==> src/rtl/wave_sel_ctrl.sv <==
// Waveform selector front panel: two debounced keys, per-channel pending selection,
// committed on DDS phase wrap or after a timeout.

module wave_sel_ctrl_deb #(
    parameter int DEB_CYCLES = 500000
) (
    input  logic clk,
    input  logic rst_n,
    input  logic i_key_n,
    output logic o_press
);
    // state  | meaning
    // IDLE   | key released and stable
    // DEB_DN | key seen low, waiting for a stable press
    // HELD   | press accepted, key still down
    // DEB_UP | key seen high, waiting for a stable release
    localparam int CW = (DEB_CYCLES > 1) ? $clog2(DEB_CYCLES) : 1;
    localparam logic [CW-1:0] CNT_LAST = CW'(DEB_CYCLES - 1);

    typedef enum logic [1:0] {IDLE, DEB_DN, HELD, DEB_UP} deb_state_t;

    deb_state_t    r_state, w_state_nxt;
    logic [CW-1:0] r_cnt, w_cnt_nxt;
    logic          r_sync1, r_sync2;

    always_ff @(posedge clk or negedge rst_n) begin
        if (!rst_n) begin
            r_sync1 <= 1'b1;
            r_sync2 <= 1'b1;
            r_state <= IDLE;
            r_cnt   <= '0;
        end else begin
            r_sync1 <= i_key_n;
            r_sync2 <= r_sync1;
            r_state <= w_state_nxt;
            r_cnt   <= w_cnt_nxt;
        end
    end

    always_comb begin
        w_state_nxt = r_state;
        w_cnt_nxt   = r_cnt;
        o_press     = 1'b0;
        unique case (r_state)
            IDLE: begin
                if (!r_sync2) begin
                    w_state_nxt = DEB_DN;
                    w_cnt_nxt   = '0;
                end
            end
            DEB_DN: begin
                if (r_sync2) begin
                    w_state_nxt = IDLE;
                end else if (r_cnt == CNT_LAST) begin
                    o_press     = 1'b1;
                    w_state_nxt = HELD;
                end else begin
                    w_cnt_nxt = r_cnt + 1'b1;
                end
            end
            HELD: begin
                if (r_sync2) begin
                    w_state_nxt = DEB_UP;
                    w_cnt_nxt   = '0;
                end
            end
            DEB_UP: begin
                if (!r_sync2) begin
                    w_state_nxt = HELD;
                end else if (r_cnt == CNT_LAST) begin
                    w_state_nxt = IDLE;
                end else begin
                    w_cnt_nxt = r_cnt + 1'b1;
                end
            end
            default: w_state_nxt = IDLE;
        endcase
    end
endmodule

module wave_sel_ctrl_ch #(
    parameter int TIMEOUT   = 1000000,
    parameter int NUM_WAVES = 3,
    parameter int SEL_INIT  = 0
) (
    input  logic       clk,
    input  logic       rst_n,
    input  logic       i_next,
    input  logic       i_wrap,
    output logic [2:0] o_sel,
    output logic       o_pend,
    output logic       o_chg
);
    localparam int TW = (TIMEOUT > 1) ? $clog2(TIMEOUT) : 1;
    localparam logic [TW-1:0] TMO_LAST  = TW'(TIMEOUT - 1);
    localparam logic [2:0]    WAVE_LAST = 3'(NUM_WAVES - 1);

    logic [2:0]    r_sel, r_pend_sel;
    logic          r_pend, r_chg;
    logic [TW-1:0] r_tmo;
    logic          w_commit;
    logic [2:0]    w_base, w_inc;

    assign w_commit = r_pend & (i_wrap | (r_tmo == TMO_LAST));
    // A press stacks on the pending value even when that value commits this cycle.
    assign w_base   = r_pend ? r_pend_sel : r_sel;
    assign w_inc    = (w_base == WAVE_LAST) ? 3'd0 : w_base + 3'd1;

    always_ff @(posedge clk or negedge rst_n) begin
        if (!rst_n) begin
            r_sel      <= 3'(SEL_INIT);
            r_pend_sel <= '0;
            r_pend     <= 1'b0;
            r_chg      <= 1'b0;
            r_tmo      <= '0;
        end else begin
            r_chg <= w_commit;
            if (w_commit) r_sel <= r_pend_sel;
            if (i_next) begin
                r_pend_sel <= w_inc;
                r_pend     <= 1'b1;
                r_tmo      <= '0;
            end else if (w_commit) begin
                r_pend <= 1'b0;
                r_tmo  <= '0;
            end else if (r_pend) begin
                r_tmo <= r_tmo + 1'b1;
            end
        end
    end

    assign o_sel  = r_sel;
    assign o_pend = r_pend;
    assign o_chg  = r_chg;
endmodule

module wave_sel_ctrl #(
    parameter int DEB_CYCLES = 500000,
    parameter int TIMEOUT    = 1000000,
    parameter int NUM_WAVES  = 3,
    parameter int SEL_A_INIT = 0,
    parameter int SEL_B_INIT = 1
) (
    input  logic       clk,
    input  logic       rst_n,
    input  logic       i_key_next_n,
    input  logic       i_key_ch_n,
    input  logic       i_phase_wrap_a,
    input  logic       i_phase_wrap_b,
    output logic [2:0] o_sel_a,
    output logic [2:0] o_sel_b,
    output logic       o_edit_ch,
    output logic       o_pend_a,
    output logic       o_pend_b,
    output logic       o_chg_a,
    output logic       o_chg_b
);
    logic w_press_next, w_press_ch;
    logic r_edit_ch;

    wave_sel_ctrl_deb #(.DEB_CYCLES(DEB_CYCLES)) u_deb_next (
        .clk(clk), .rst_n(rst_n), .i_key_n(i_key_next_n), .o_press(w_press_next)
    );

    wave_sel_ctrl_deb #(.DEB_CYCLES(DEB_CYCLES)) u_deb_ch (
        .clk(clk), .rst_n(rst_n), .i_key_n(i_key_ch_n), .o_press(w_press_ch)
    );

    // NEXT is routed by the edit channel before any same-cycle CH toggle lands.
    always_ff @(posedge clk or negedge rst_n) begin
        if (!rst_n)          r_edit_ch <= 1'b0;
        else if (w_press_ch) r_edit_ch <= ~r_edit_ch;
    end

    wave_sel_ctrl_ch #(.TIMEOUT(TIMEOUT), .NUM_WAVES(NUM_WAVES), .SEL_INIT(SEL_A_INIT)) u_ch_a (
        .clk(clk), .rst_n(rst_n), .i_next(w_press_next & ~r_edit_ch), .i_wrap(i_phase_wrap_a),
        .o_sel(o_sel_a), .o_pend(o_pend_a), .o_chg(o_chg_a)
    );

    wave_sel_ctrl_ch #(.TIMEOUT(TIMEOUT), .NUM_WAVES(NUM_WAVES), .SEL_INIT(SEL_B_INIT)) u_ch_b (
        .clk(clk), .rst_n(rst_n), .i_next(w_press_next & r_edit_ch), .i_wrap(i_phase_wrap_b),
        .o_sel(o_sel_b), .o_pend(o_pend_b), .o_chg(o_chg_b)
    );

    assign o_edit_ch = r_edit_ch;
endmodule

==> config.mk <==
export PLATFORM = sky130hd
export DESIGN_NAME = wave_sel_ctrl
export DESIGN_NICKNAME = d
export VERILOG_FILES = /design/src/rtl/wave_sel_ctrl.sv
export SDC_FILE = /design/constraint.sdc
export NUM_CORES = 1
export LEC_CHECK = 0
export BUFFER_PORTS_ARGS = -buffer_cell sky130_fd_sc_hd__buf_2
export CAP_MARGIN = 10
export CELL_PAD_IN_SITES_DETAIL_PLACEMENT = 0
export CELL_PAD_IN_SITES_GLOBAL_PLACEMENT = 2
export CORE_MARGIN = 5
export CORE_UTILIZATION = 39
export DETAILED_ROUTE_END_ITERATION = 10
export MAX_ROUTING_LAYER = met4
export PLACE_DENSITY_LB_ADDON = 0.25
export RECOVER_POWER = 50
export SLEW_MARGIN = 20
export SYNTH_ARGS = -nofsm -noshare
export SYNTH_HDL_FRONTEND = slang
export SYNTH_SLANG_ARGS = --single-unit
==> constraint.sdc <==
create_clock -name clk -period 2.5 [get_ports clk]
set_clock_uncertainty 0.15 [all_clocks]
set_input_delay 0.125 -clock clk [delete_from_list [all_inputs] [get_ports clk]]
set_output_delay 0.125 -clock clk [all_outputs]
set_load 0.02 [all_outputs]
Yosys cells after proc, flatten, opt, wreduce, memory -nomap -nowiden
Cells that the tools add are included.
{"block": "word_totals", "reg_bits": 103, "input_bits": 6, "elab_cells": 112, "out_inout_bits": 11}
{"block": "op_classes", "add_sub_neg": 6, "n_reduce_logical": 10, "n_mux": 46, "n_eq_ne": 24, "bitwise": 7}
{"op": "$mux 19", "count": 10}
{"op": "$pmux 19 s4", "count": 2}
{"op": "$mux 20", "count": 6}
{"op": "$add 20x1->20 const B", "count": 2}
{"op": "$eq 20x20->1 const B", "count": 2}
{"op": "$add 19x1->19 const B", "count": 2}
{"op": "$eq 19x19->1 const B", "count": 2}
{"op": "$mux 2", "count": 12}
{"op": "$pmux 2 s4", "count": 2}
{"op": "$reduce_and 4->1", "count": 4}
{"op": "$mux 3", "count": 4}
{"op": "$mux 1", "count": 10}
{"op": "$eq 2x2->1 const B", "count": 4}
{"op": "$ne 2x1->1 const B", "count": 4}
{"op": "$ne 2x2->1 const B", "count": 4}
{"op": "$add 3x1->3 const B", "count": 2}
{"op": "$eq 3x2->1 const B", "count": 2}
{"op": "$ne 3x1->1 const B", "count": 2}
{"op": "$ne 3x3->1 const B", "count": 2}
{"op": "$reduce_bool 3->1", "count": 2}
{"op": "$and 1x1->1", "count": 4}
{"op": "$eq 2x1->1 const B", "count": 2}
{"op": "$logic_not 2->1", "count": 2}
{"op": "$reduce_bool 2->1", "count": 2}
{"op": "other kinds (2)", "count": 3}

Logic depth before layout (Yosys ltp)
{"block": "depth", "ltp_word": 6, "mapped_depth": 8, "ltp_nobuf": 7}

Cells and area by module
From an unflattened synthesis, not the netlist that was laid out.
{"block": "unflattened", "cells_unflattened": 614, "area_unflattened_um2": 5944.5}
{"module": "wave_sel_ctrl_deb", "n_inst": 2, "area_per_inst_um2": 1421.4, "cells_each": 147, "seq_area_each_um2": 578.1}
{"module": "wave_sel_ctrl_ch (u_ch_b)", "n_inst": 1, "area_per_inst_um2": 1527.7, "cells_each": 158, "seq_area_each_um2": 701.9}
{"module": "wave_sel_ctrl_ch (u_ch_a)", "n_inst": 1, "area_per_inst_um2": 1526.5, "cells_each": 158, "seq_area_each_um2": 700.7}
{"module": "wave_sel_ctrl", "n_inst": 1, "area_per_inst_um2": 47.5, "cells_each": 4, "seq_area_each_um2": 25.0}

Worst setup path after synthesis
No wires, ideal clock.
{"block": "synth_timing", "path_kind": "reg2reg", "from": "register u_ch_b.r_tmo[7]", "to": "register u_ch_b.r_sel[1] (netlist: u_ch_b.o_sel[1])", "path_stages_with_launch": 6, "period_less_slack_ns": 2.222, "n_path_buf": 0, "t_arrival_ns": 1.947, "required_ns": 2.225, "path_slack_ns": 0.278, "setup_ns": 0.125, "cell_sequence": "dfrtp_1 > or4b_4 > nor4_4 > a21oi_2 > nand2b_4 > mux2_4"}
{"block": "synth_via", "elab_chain_len": 3}
{"element": "start, declared", "line_no": "100", "source": "logic [TW-1:0] r_tmo;"}
{"element": "start signal, assigned", "line_no": "127", "source": "r_tmo <= r_tmo + 1'b1;"}
{"element": "$eq 20x20->1", "line_no": "104", "source": "assign w_commit = r_pend & (i_wrap | (r_tmo == TMO_LAST));"}
{"element": "$or 1x1->1", "line_no": "104"}
{"element": "$and 1x1->1", "line_no": "104"}
{"element": "end signal, assigned", "line_no": "111", "source": "r_sel <= 3'(SEL_INIT);"}
{"element": "end signal, assigned", "line_no": "118", "source": "if (w_commit) r_sel <= r_pend_sel;"}
{"element": "end, declared", "line_no": "98", "source": "logic [2:0] r_sel, r_pend_sel;"}
No other way between the ends.
A chain may end at the register's enable or synchronous reset.

Final worst setup path
{"block": "layout_timing", "from": "register u_ch_b.r_tmo[12]", "to": "register u_ch_b.r_tmo[4]"}
{"block": "layout_via", "elab_chain_len": 5, "word_cells_on_any_way": 6, "cone_classes": "eq/ne (1); mux (2); bitwise (2); reduce/logical (1)"}
{"element": "$eq 20x20->1 *", "line_no": "104"}
{"element": "$or 1x1->1 *", "line_no": "104"}
{"element": "$and 1x1->1 *", "line_no": "104"}
{"element": "$mux 20", "line_no": "123", "source": "end else if (w_commit) begin"}
{"element": "$mux 20", "line_no": "119", "source": "if (i_next) begin"}
Mark *: on every way between the ends. The rest lies on a longest branch, timed or not.

==> flow_metrics.tcl <==
set metrics [dict create \
    setup_tns_ns 0 \
    drt_iter0_drc 376 \
    synth_top_family_by_area "simple AND/OR/NAND/NOR gates" \
    slew_violations 0 \
    setup_viol 0 \
    vias 5260 \
    powerDensity_nw_per_um2 527.9 \
    start_kind "flop" \
    die_area_um2 17570 \
    async_reset_ff_share_pct 100.0 \
    finalHoldViolations 0 \
    cts_sinks 103 \
    core_area_um2 14640 \
    yosys_warnings 0 \
    cp_slowest_cell "or4b_1" \
    synthesis.nets 678 \
    placed_cell_area_um2 6362 \
    drive_gt1_share_pct 12.20 \
    synth_adder_area_share_pct 0.8542 \
    max_stage_delay_ns 0.59 \
    gp_congestion 0.8519 \
    grt_max_degree 47 \
    worst_ep_arrival_time_ns 2.45 \
    cp-end-kind "flop" \
    drc 0 \
    path_depth 6 \
    syn_inst 668 \
    hold_class "input port to flop" \
    syn_to_final_growth_pct 14.80 \
    fin_ws_ns 0.1223 \
    cts_tree "done" \
    max_slew_margin_pct 19.02 \
    hold_depth 4 \
    netlist_area_um2 5859 \
    clockBufferDepth 2 \
    avgSynthCellArea_um2 8.772 \
    max_freq_ghz 0.4206 \
    ys_ff_latch 103 \
    tightest_slew_ns 1.215 \
    p_leak_nw 2.868 \
    grt_usage_pct 18.07 \
    die_y_um 132.6 \
    grtUsageMet1_pct 24.50 \
    via_per_inst 5.864 \
    grt_first_pass_wirelength_um 25890 \
    stdcell_area_um2 6726 \
    ios 17 \
    rsz0062_at_grt "false" \
    cts_buffers 9 \
    antenna_found_initial 0 \
    crit_chain "or4b_1, nor4_4, buf_4, a211oi_4, a41oi_1, a311oi_1" \
    synth-simple-area-share_pct 29.45 \
    critical-path-top-delay-family "simple AND/OR/NAND/NOR gates" \
    crit_type "flop to flop" \
    synth-main-ff-cell "dfrtp_1" \
    timing.hold.ws_ns 0.1176 \
    clk_latency_ns 0.35 \
    gr-usage-met3_pct 4.138 \
    gr-max-usage-layer "met2" \
    postRouteAntennaNets 0 \
    final_cell_mix "98 x dfrtp_1, 88 x nand2_1, 50 x nor2_1" \
    num_rows 44 \
    wl_per_cell_um 16.43 \
    finalPower_mw 3.551 \
    n_antenna_cell 0 \
    cp_num_buf_inv 1 \
    drt-total-wl_um 14740 \
    gr-total-overflow 0 \
    initial_utilization_pct 40.01 \
    yosysUniqueCellTypes 66 \
    fillers 1393 \
    h-tree-depth 3 \
    dieWidth_um 132.6 \
    post-place-cells 877 \
    ys_seq_area_share_pct 44.10 \
    grt.met2_usage_pct 27.40 \
    post-route-period-util_pct 95.11 \
    final_common_cell "dfrtp_1" \
    synth_compound_gate_area_share_pct 18.94 \
    finish.utilization_pct 45.93 \
    hpwlAfterDp_um 10070 \
    grt_pass1_vias 5086 \
    dpl_worst_slack_ns -0.01886 \
    synth-edff-count 0 \
    cts_root_buf "clkbuf_16" \
    io_buffers 16 \
    dr.pass1.iters 5 \
    fin_cells 897 \
    nNetsFinal 718 \
    ir_drop_v 0.0003916 \
    synthXorXnorAreaFrac_pct 1.943 \
    clk_pin_slew_worst_paths_ns 0.07 \
    cp_max_fo 16 \
    drv_cap 0 \
    finalCriticalPeriod_ns 2.378 \
    synthMuxAreaShare_pct 1.602 \
    required_ns 2.58 \
    outcome "completed" \
    reg2reg_depth 6 \
]
-- what timing repair did --
action	4_1_cts	5_1_grt
setup buffers	0	1
endpoints found under the setup margin	1	7
gates resized for setup	1	2
endpoints found under the hold margin	43	0
hold buffers	3	0
pin swaps	0	1
-- kinds of logic (layout without fill, tap and decap cells) --
| family | Yosys count | count (layout) |
|---|---|---|
| buffers and inverters | 47 | 92 |
| XOR/XNOR | 13 | 13 |
| AO/OA/AOI/OAI | 172 | 172 |
| AND/OR/NAND/NOR | 321 | 321 |
| adder cells (fa/ha/maj) | 4 | 4 |
| multiplexers | 8 | 8 |
| flip-flops | 103 | 103 |
-- sequential cells by signal, indices dropped and copies added (netlist names), named ones only --
signal,flops
o_edit_ch,1
u_ch_a.o_chg,1
u_ch_a.o_pend,1
u_ch_a.o_sel,3
u_ch_a.r_pend_sel,3
u_ch_a.r_tmo,20
u_ch_b.o_chg,1
u_ch_b.o_pend,1
u_ch_b.o_sel,3
u_ch_b.r_pend_sel,3
u_ch_b.r_tmo,20
u_deb_ch.r_cnt,19
u_deb_ch.r_state,1
u_deb_ch.r_sync1,1
u_deb_ch.r_sync2,1
u_deb_next.r_cnt,19
u_deb_next.r_state,1
u_deb_next.r_sync1,1
u_deb_next.r_sync2,1
-- final timing paths --
kind | startpoint | slack (ns) | to
max | u_ch_b.r_tmo[12] | 0.12 | u_ch_b.r_tmo[4]
min | i_phase_wrap_b | 0.12 | u_ch_b.r_tmo[2]
max reg2reg | u_ch_b.r_tmo[12] | 0.12 | u_ch_b.r_tmo[4]
min reg2reg | u_deb_ch.r_sync1 | 0.21 | u_deb_ch.r_sync2
max in group asynchronous | rst_n | 0.49 | u_deb_next.r_cnt[1]
min in group asynchronous | rst_n | 0.41 | u_ch_a.r_tmo[5]
-- area by class of cell --
class | instances | area (um2) | share of cell area [%]
tap | 184 | 230.2 | 3.423
multi-input combinational | 518 | 3113 | 46.28
clock buffer | 12 | 256.5 | 3.813
clock inverter | 4 | 76.32 | 1.135
timing repair buffer | 60 | 406.6 | 6.045
sequential | 103 | 2584 | 38.41
inverter | 16 | 60.06 | 0.8929
-- metal layers --
layer,wire [um],part of all wire (%),vias up
li1,-,-,2580
met1,7234,49,2561
met2,6812,46,101
met3,558,3.8,18
met4,135,0.92,0
met5,0,0,-
-- Yosys cell counts, drive strengths merged (6+ instances only) --
cell | number | area, um2
and4 | 12 | 105.1
nor3 | 27 | 135.1
xor2 | 8 | 70.07
dfrtp | 98 | 2452
and3 | 8 | 50.05
a31oi | 26 | 162.7
nor2b | 8 | 50.05
o211ai | 6 | 45.04
buf | 6 | 28.77
nand4 | 21 | 131.4
a22oi | 16 | 120.1
nor2 | 50 | 187.7
nand2 | 88 | 330.3
inv | 15 | 56.30
o21ai | 37 | 185.2
nand2b | 8 | 57.55
nor4b | 8 | 82.58
nand3 | 43 | 215.2
clkbuf | 25 | 93.84
nor4 | 12 | 90.09
a21oi | 43 | 219.0
nand3b | 6 | 45.04
and2 | 6 | 37.54
-- where the power goes --
part / internal (mW) / switching, mW / total [mW]
clock: 0.937 / 0.651 / 1.59
combinational: 0.0764 / 0.117 / 0.193
sequential: 1.71 / 0.0591 / 1.77
total: 2.72 / 0.827 / 3.55
-- worst register-to-register path: stages (launching register included) --
cell	delay, ns
dfrtp_1	0.45
or4b_1	0.59
nor4_4	0.36
buf_4	0.20
a211oi_4	0.15
a41oi_1	0.28
a311oi_1	0.08
(Power assumes the default switching activity.)
